==> config.mk <==
export PLATFORM = sky130hd
export DESIGN_NAME = image_loader_flat
export DESIGN_NICKNAME = d
export VERILOG_FILES = /design/src/rtl/image_loader_if.sv /design/src/rtl/image_loader.sv /design/src/flat_wrapper.sv
export SDC_FILE = /design/constraint.sdc
export NUM_CORES = 1
export LEC_CHECK = 0
export ABC_AREA = 1
export CORE_MARGIN = 2
export CORE_UTILIZATION = 62
export CTS_BUF_LIST = sky130_fd_sc_hd__clkbuf_4 sky130_fd_sc_hd__clkbuf_8
export CTS_CLUSTER_SIZE = 25
export DETAILED_ROUTE_END_ITERATION = 6
export HOLD_SLACK_MARGIN = 0.03
export PLACE_DENSITY = 0.93
export SYNTH_ARGS = -nofsm -noshare
export SYNTH_HDL_FRONTEND = slang
export SYNTH_SLANG_ARGS = --single-unit
==> constraint.sdc <==
create_clock -name clock -period 2.15 [get_ports clock]
set_input_delay 0.5375 -clock clock [delete_from_list [all_inputs] [get_ports clock]]
set_output_delay 0.5375 -clock clock [all_outputs]
set_load 0.01 [all_outputs]
==> src/rtl/image_loader_if.sv <==
// Program-memory write port driven by the serial image loader.
interface image_loader_if #(
  parameter int ADDR_WIDTH = 16
);
  logic                  mem_we;
  logic [ADDR_WIDTH-1:0] mem_addr;
  logic [7:0]            mem_data;

  modport master (output mem_we, mem_addr, mem_data);
  modport slave  (input  mem_we, mem_addr, mem_data);
endinterface

==> src/rtl/image_loader.sv <==
// Receives a framed program image over an 8N1 serial line, writes it into
// program memory and releases the CPU once the checksum matches.
module image_loader #(
  parameter int CLKS_PER_BIT = 16,
  parameter int ADDR_WIDTH   = 16
) (
  input  logic           clock,
  input  logic           reset_n,
  input  logic           rx,
  image_loader_if.master mem,
  output logic           cpu_run,
  output logic           error
);

  localparam int CW   = $clog2(CLKS_PER_BIT);
  localparam int HALF = CLKS_PER_BIT / 2;

  typedef enum logic [1:0] {RX_IDLE, RX_START, RX_DATA, RX_STOP} rx_state_t;
  typedef enum logic [2:0] {FR_HDR, FR_LEN_HI, FR_LEN_LO, FR_DATA, FR_SUM, FR_RUN} fr_state_t;

  rx_state_t       r_rxState, w_rxNext;
  fr_state_t       r_frState, w_frNext;

  logic            r_rxMeta, r_rxSync, r_rxPrev;
  logic [CW-1:0]   r_cnt;
  logic [2:0]      r_bitIdx;
  logic [7:0]      r_shift;
  logic            r_byteValid, r_frameErr;
  logic            w_halfDone, w_bitDone;

  logic [7:0]            r_lenHi;
  logic [15:0]           r_remaining;
  logic [ADDR_WIDTH-1:0] r_addr;
  logic [7:0]            r_sum;

  assign w_halfDone = (r_cnt == CW'(HALF - 1));
  assign w_bitDone  = (r_cnt == CW'(CLKS_PER_BIT - 1));

  always_comb begin
    w_rxNext = r_rxState;
    unique case (r_rxState)
      RX_IDLE:  if (r_rxPrev && !r_rxSync) w_rxNext = RX_START;
      RX_START: if (w_halfDone) w_rxNext = r_rxSync ? RX_IDLE : RX_DATA;
      RX_DATA:  if (w_bitDone && (r_bitIdx == 3'd7)) w_rxNext = RX_STOP;
      RX_STOP:  if (w_bitDone) w_rxNext = RX_IDLE;
      default:  w_rxNext = RX_IDLE;
    endcase
  end

  // Bit counter restarts on every sample point so START (half bit) lands mid-bit
  always_ff @(posedge clock) begin
    if (!reset_n) begin
      r_rxMeta    <= 1'b1;
      r_rxSync    <= 1'b1;
      r_rxPrev    <= 1'b1;
      r_rxState   <= RX_IDLE;
      r_cnt       <= '0;
      r_bitIdx    <= '0;
      r_shift     <= '0;
      r_byteValid <= 1'b0;
      r_frameErr  <= 1'b0;
    end else begin
      r_rxMeta    <= rx;
      r_rxSync    <= r_rxMeta;
      r_rxPrev    <= r_rxSync;
      r_rxState   <= w_rxNext;
      r_byteValid <= 1'b0;
      r_frameErr  <= 1'b0;

      if ((r_rxState == RX_IDLE) || w_bitDone || ((r_rxState == RX_START) && w_halfDone))
        r_cnt <= '0;
      else
        r_cnt <= r_cnt + CW'(1);

      if (r_rxState == RX_START)
        r_bitIdx <= '0;

      if ((r_rxState == RX_DATA) && w_bitDone) begin
        r_shift  <= {r_rxSync, r_shift[7:1]};
        r_bitIdx <= r_bitIdx + 3'd1;
      end

      if ((r_rxState == RX_STOP) && w_bitDone) begin
        if (r_rxSync) r_byteValid <= 1'b1;
        else          r_frameErr  <= 1'b1;
      end
    end
  end

  always_comb begin
    w_frNext = r_frState;
    if (r_frameErr && (r_frState != FR_RUN)) begin
      w_frNext = FR_HDR;
    end else if (r_byteValid) begin
      unique case (r_frState)
        FR_HDR:    if (r_shift == 8'hA5) w_frNext = FR_LEN_HI;
        FR_LEN_HI: w_frNext = FR_LEN_LO;
        FR_LEN_LO: w_frNext = ({r_lenHi, r_shift} == 16'd0) ? FR_SUM : FR_DATA;
        FR_DATA:   if (r_remaining == 16'd1) w_frNext = FR_SUM;
        FR_SUM:    w_frNext = (r_shift == r_sum) ? FR_RUN : FR_HDR;
        FR_RUN:    w_frNext = FR_RUN;
        default:   w_frNext = FR_HDR;
      endcase
    end
  end

  // Once in RUN nothing below fires again, so cpu_run holds and mem_we stays low
  always_ff @(posedge clock) begin
    if (!reset_n) begin
      r_frState    <= FR_HDR;
      r_lenHi      <= '0;
      r_remaining  <= '0;
      r_addr       <= '0;
      r_sum        <= '0;
      mem.mem_we   <= 1'b0;
      mem.mem_addr <= '0;
      mem.mem_data <= '0;
      cpu_run      <= 1'b0;
      error        <= 1'b0;
    end else begin
      r_frState  <= w_frNext;
      mem.mem_we <= 1'b0;
      if (r_frameErr && (r_frState != FR_RUN)) begin
        error <= 1'b1;
      end else if (r_byteValid) begin
        unique case (r_frState)
          FR_HDR: begin
            if (r_shift == 8'hA5) error <= 1'b0;
          end
          FR_LEN_HI: begin
            r_lenHi <= r_shift;
            r_addr  <= '0;
            r_sum   <= '0;
          end
          FR_LEN_LO: begin
            r_remaining <= {r_lenHi, r_shift};
            r_addr      <= '0;
            r_sum       <= '0;
          end
          FR_DATA: begin
            mem.mem_we   <= 1'b1;
            mem.mem_addr <= r_addr;
            mem.mem_data <= r_shift;
            r_addr       <= r_addr + ADDR_WIDTH'(1);
            r_sum        <= r_sum + r_shift;
            r_remaining  <= r_remaining - 16'd1;
          end
          FR_SUM: begin
            if (r_shift == r_sum) cpu_run <= 1'b1;
            else                  error   <= 1'b1;
          end
          default: ;
        endcase
      end
    end
  end

endmodule

==> src/flat_wrapper.sv <==
// flat-port wrapper written by rule: the top's interface ports become plain ports
module image_loader_flat 
#(
  parameter int CLKS_PER_BIT = 16,
  parameter int ADDR_WIDTH   = 16
)
  (clock, reset_n, rx, cpu_run, error, mem_mem_we, mem_mem_addr, mem_mem_data);
  image_loader_if #(.ADDR_WIDTH(ADDR_WIDTH)) mem_i ();
  input  logic clock;
  input  logic reset_n;
  input  logic rx;
  output logic cpu_run;
  output logic error;
  output wire logic [$bits(mem_i.mem_we)-1:0] mem_mem_we;
  output wire logic [$bits(mem_i.mem_addr)-1:0] mem_mem_addr;
  output wire logic [$bits(mem_i.mem_data)-1:0] mem_mem_data;
  assign mem_mem_we = mem_i.mem_we;
  assign mem_mem_addr = mem_i.mem_addr;
  assign mem_mem_data = mem_i.mem_data;
  image_loader #(.CLKS_PER_BIT(CLKS_PER_BIT), .ADDR_WIDTH(ADDR_WIDTH)) u_core (.clock(clock), .reset_n(reset_n), .rx(rx), .mem(mem_i), .cpu_run(cpu_run), .error(error));
endmodule
==> tab_implementation.tex <==
\begin{tabular}{lr}
\hline
Metric & Value \\
\hline
\multicolumn{2}{l}{\textbf{Status}} \\
\quad Result of the run & completed \\
\multicolumn{2}{l}{\textbf{Detailed routing}} \\
\quad Via-to-Cell Ratio & just under 6 \\
\quad Total wire length & approximately 12 mm \\
\quad Vias after detailed routing & 4,906 \\
\quad Drt pass-1 iters & 5 \\
\quad Starting DRT DRC Count & between 300 and 400 \\
\quad Count of unresolved DRC violations after routing & 0 \\
\quad Routed Antenna Nets & 0 \\
\quad Average wire per cell in the routed design & roughly 15 um \\
\multicolumn{2}{l}{\textbf{Clock tree}} \\
\quad Num Clock Sinks & 100 \\
\quad Cts repair resizes & 0 \\
\quad Buffer cell driving the clock tree root & sky130\_fd\_sc\_hd\_\_clkbuf\_8 \\
\quad Number of H-tree levels & 3 \\
\quad Clk Latency, worst-skew pair & between 0.3 and 0.4 ns \\
\quad Number of clock buffers inserted by TritonCTS & 9 \\
\quad Count of hold-fix buffers inserted at cts & 0 \\
\quad Largest buffer count on any clock path & 2 \\
\quad Clock tree from TritonCTS & built \\
\quad Number of buffers added for setup after CTS & 0 \\
\quad Clk pin slew, worst setup/hold paths & roughly 0.10 ns \\
\multicolumn{2}{l}{\textbf{Worst setup path}} \\
\quad Longest individual stage delay on the worst path & between 0.5 and 0.6 ns \\
\quad Worst Setup SP & u\_core.mem.mem\_data[2]\$\_SDFFE\_PN0P\_ \\
\quad Worst flop-to-flop path startpoint & u\_core.r\_frState[2]\$\_SDFFE\_PP0P\_ \\
\quad Worst setup EP type & output pin \\
\quad Data required, critical path & approximately 1.6 ns \\
\quad Critical Path Slowest Stage Cell & sky130\_fd\_sc\_hd\_\_clkdlybuf4s50\_1 \\
\quad Cell-by-cell listing of the critical path & clkdlybuf4s50\_1 \\
\quad Signal arrival time at the worst endpoint & 1.30 ns \\
\quad Crit path max-delay family & buffers and inverters \\
\quad Critical path startpoint category & flip-flop \\
\quad CP bufs+invs & 1 \\
\quad Worst Path Class, Setup & reg2out \\
\quad Worst-case register-to-register setup slack & approximately 0.3 ns \\
\quad Critical-path maximum fanout & 2 \\
\multicolumn{2}{l}{\textbf{Yosys}} \\
\quad Unique cell type count in the Yosys netlist & between 40 and 50 \\
\quad Average cell area after synthesis & roughly 7 um\^{}2 \\
\quad Proportion of synthesized chip area in sequential cells & between 40 and 50\% \\
\quad Syn. warnings & 0 \\
\quad Flip-flop cell with the highest count after synthesis & sky130\_fd\_sc\_hd\_\_dfxtp\_1 \\
\quad Number of enable-type register cells in the synthesized netlist & 0 \\
\quad Post-Syn Nets & $\sim$720 \\
\quad Syn Inst Count & between 700 and 800 \\
\quad Netlist area before placement & 4970 um\^{}2 \\
\quad Asr flop ratio synth & 0\% \\
\quad Number of synthesized register bits & 100 \\
\multicolumn{2}{l}{\textbf{STA}} \\
\quad Relative max-transition margin & $\sim$73\% \\
\quad Actual transition at the worst max-transition pin & about 0.4 ns \\
\quad Hold Fails Final Rpt & 0 \\
\quad Final number of max-transition violations & 0 \\
\quad Unrepaired setup endpoints after global routing & no \\
\quad Post-route minimum period & 1.84 ns \\
\quad Post-route clock period utilization & 85.6\% \\
\quad Maximum frequency from static timing analysis & around 0.54 GHz \\
\quad Final-layout setup total negative slack & 0 ns \\
\quad Maximum clock skew at final layout & between 0.01 and 0.015 ns \\
\quad Count of final setup violators & 0 \\
\quad Final WS setup & slightly above 0.3 ns \\
\multicolumn{2}{l}{\textbf{Pwr}} \\
\quad Maximum VDD drop & $\sim$0.00037 V \\
\quad Power density over the cells & 578 nW/um\^{}2 \\
\quad Leakage power figure & roughly 2.4 nW \\
\multicolumn{2}{l}{\textbf{Global routing}} \\
\quad Number of global-route vias before repair & approximately 4,600 \\
\quad Initial antenna violation count & 0 \\
\quad Congestion Overflow GR & 0 \\
\quad Global-route total usage across every layer & a little under a third \\
\quad First-pass GRT wire length & between 20 and 25 mm \\
\quad Largest net degree at the start of global routing & 26 \\
\multicolumn{2}{l}{\textbf{Placed design}} \\
\quad Worst-case setup slack after placement & roughly 0.3 ns \\
\quad Placed cells & $\sim$830 \\
\quad Weighted congestion reported at the end of routability-driven placement & around 0.9 \\
\quad IO buf count & 29 \\
\quad Total placed instance area & around 5400 um\^{}2 \\
\quad Dpl hpwl & 8.75 mm \\
\multicolumn{2}{l}{\textbf{Floorplan}} \\
\quad Die footprint & 8750 um\^{}2 \\
\quad Io pins & 30 \\
\quad Rows & 32 \\
\quad Core ar. & 7770 um\^{}2 \\
\quad Width of the chip & approximately 94 um \\
\quad Starting utilization of the core area & roughly 64\% \\
\quad Height of the chip & just over 90 um \\
\multicolumn{2}{l}{\textbf{Cells and area}} \\
\quad Final core utilization & between 70\% and 80\% \\
\quad Share of post-route cells with drive strength above 1 & 8.97\% \\
\quad Layout area overhead & 13.1\% \\
\quad Filler cells & around 570 \\
\quad Final Net Count & roughly 760 \\
\quad Sequential standard cell area & between 2000 and 2500 um\^{}2 \\
\quad N\_diodes & 0 \\
\quad Area of combinational cells with multiple inputs & $\sim$2600 um\^{}2 \\
\quad Final instance area & 5620 um\^{}2 \\
\quad Post-Layout Cell Count & 849 \\
\multicolumn{2}{l}{\textbf{Job}} \\
\quad \# Max-Cap Violations & 0 \\
\multicolumn{2}{l}{\textbf{Worst hold path}} \\
\quad Worst Min Path Start & u\_core.r\_rxSync\$\_SDFF\_PN1\_ \\
\quad Worst Hold Class & reg2reg \\
\hline
\end{tabular}
cell usage after synthesis, drive strengths merged, types with 5 or more instances:
cell / instances / area share [%]
a21oi: 85 / 9.7
buf: 14 / 1.9
clkbuf: 7 / 0.53
dfxtp: 100 / 40
ha: 13 / 3.3
inv: 72 / 5.5
nand2: 146 / 11
nand3: 43 / 5.1
nand4: 9 / 1.1
nor2: 114 / 9.3
nor3: 13 / 1.4
o21ai: 64 / 6.7
xor2: 5 / 0.88
worst paths after layout:
path | cells past startpoint | end
worst max-delay path | 1 | mem_mem_data[2]
worst min-delay path | 1 | u_core.r_frameErr$_SDFF_PN0_
worst max register to register | 9 | u_core.r_addr[7]$_SDFFE_PN0P_
worst min register to register | 1 | u_core.r_frameErr$_SDFF_PN0_
kinds of logic after synthesis:
kind of cell    count (synthesis)  share of synthesized area [%]
compound gates                160                           18.0
xor+xnor                        5                          0.880
fa+ha+maj                      14                           3.67
buf+inv                        96                           8.18
flops                         100                           40.3
simple gates                  331                           29.1
power by group:
group | total [mW] | leakage, nW | switching (mW) | internal (mW)
logic | 0.0911 | 1.51 | 0.0606 | 0.0306
registers | 1.87 | 0.806 | 0.00645 | 1.86
clock network | 1.29 | 0.106 | 0.701 | 0.591
total | 3.25 | 2.42 | 0.768 | 2.48
metal layers:
layer	global-route usage [%]	routed length, um	vias to the layer above
li1	-	-	2379
met1	36.4	5090	2252
met2	52.8	6070	225
met3	4.03	753	50
met4	13.8	482	0
met5	0	0	-
state kept, by name, summed over array words and instances, names as in the netlist, 3 cells and up, named ones only:
name	flops
u_core.r_addr	16
u_core.r_shift	8
u_core.r_bitIdx	3
u_core.r_sum	8
u_core.r_cnt	4
u_core.mem.mem_data	8
u_core.mem.mem_addr	16
u_core.r_remaining	16
u_core.r_frState	3
u_core.r_lenHi	8
metrics by stage:
| stage | total power [mW] | hold WS, ns |
|---|---|---|
| 4_1_cts | 3.25 | 0.425 |
| 3_3_place_gp | 1.99 | 0.405 |
| 2_1_floorplan | 1.97 | 0.391 |
| 5_1_grt | 3.35 | 0.459 |
| 6_report | 3.25 | 0.432 |
| 3_5_place_dp | 2.00 | 0.400 |
cells in the final DEF (no fill, tap or decap), drive strengths merged, types with 2 or more instances in the layout:
cell           count
nand2            146
nor2             114
dfxtp            100
a21oi             85
inv               76
o21ai             64
nand3             43
clkdlybuf4s50     29
buf               17
ha                13
nor3              13
clkbuf            10
nand4              9
xor2               5
o211ai             4
nand3b             3
clkinv             3
o21a               2
o21bai             2
or2                2
final cells by class:
class	count	area share, %
clock buffers	10	2.45
clock inverters	6	1.34
inverters	75	5.07
multi-input cells	510	45.6
flip-flops and latches	100	35.6
well taps	102	2.27
repair buffers	46	7.65
(Power assumes the default switching activity.)
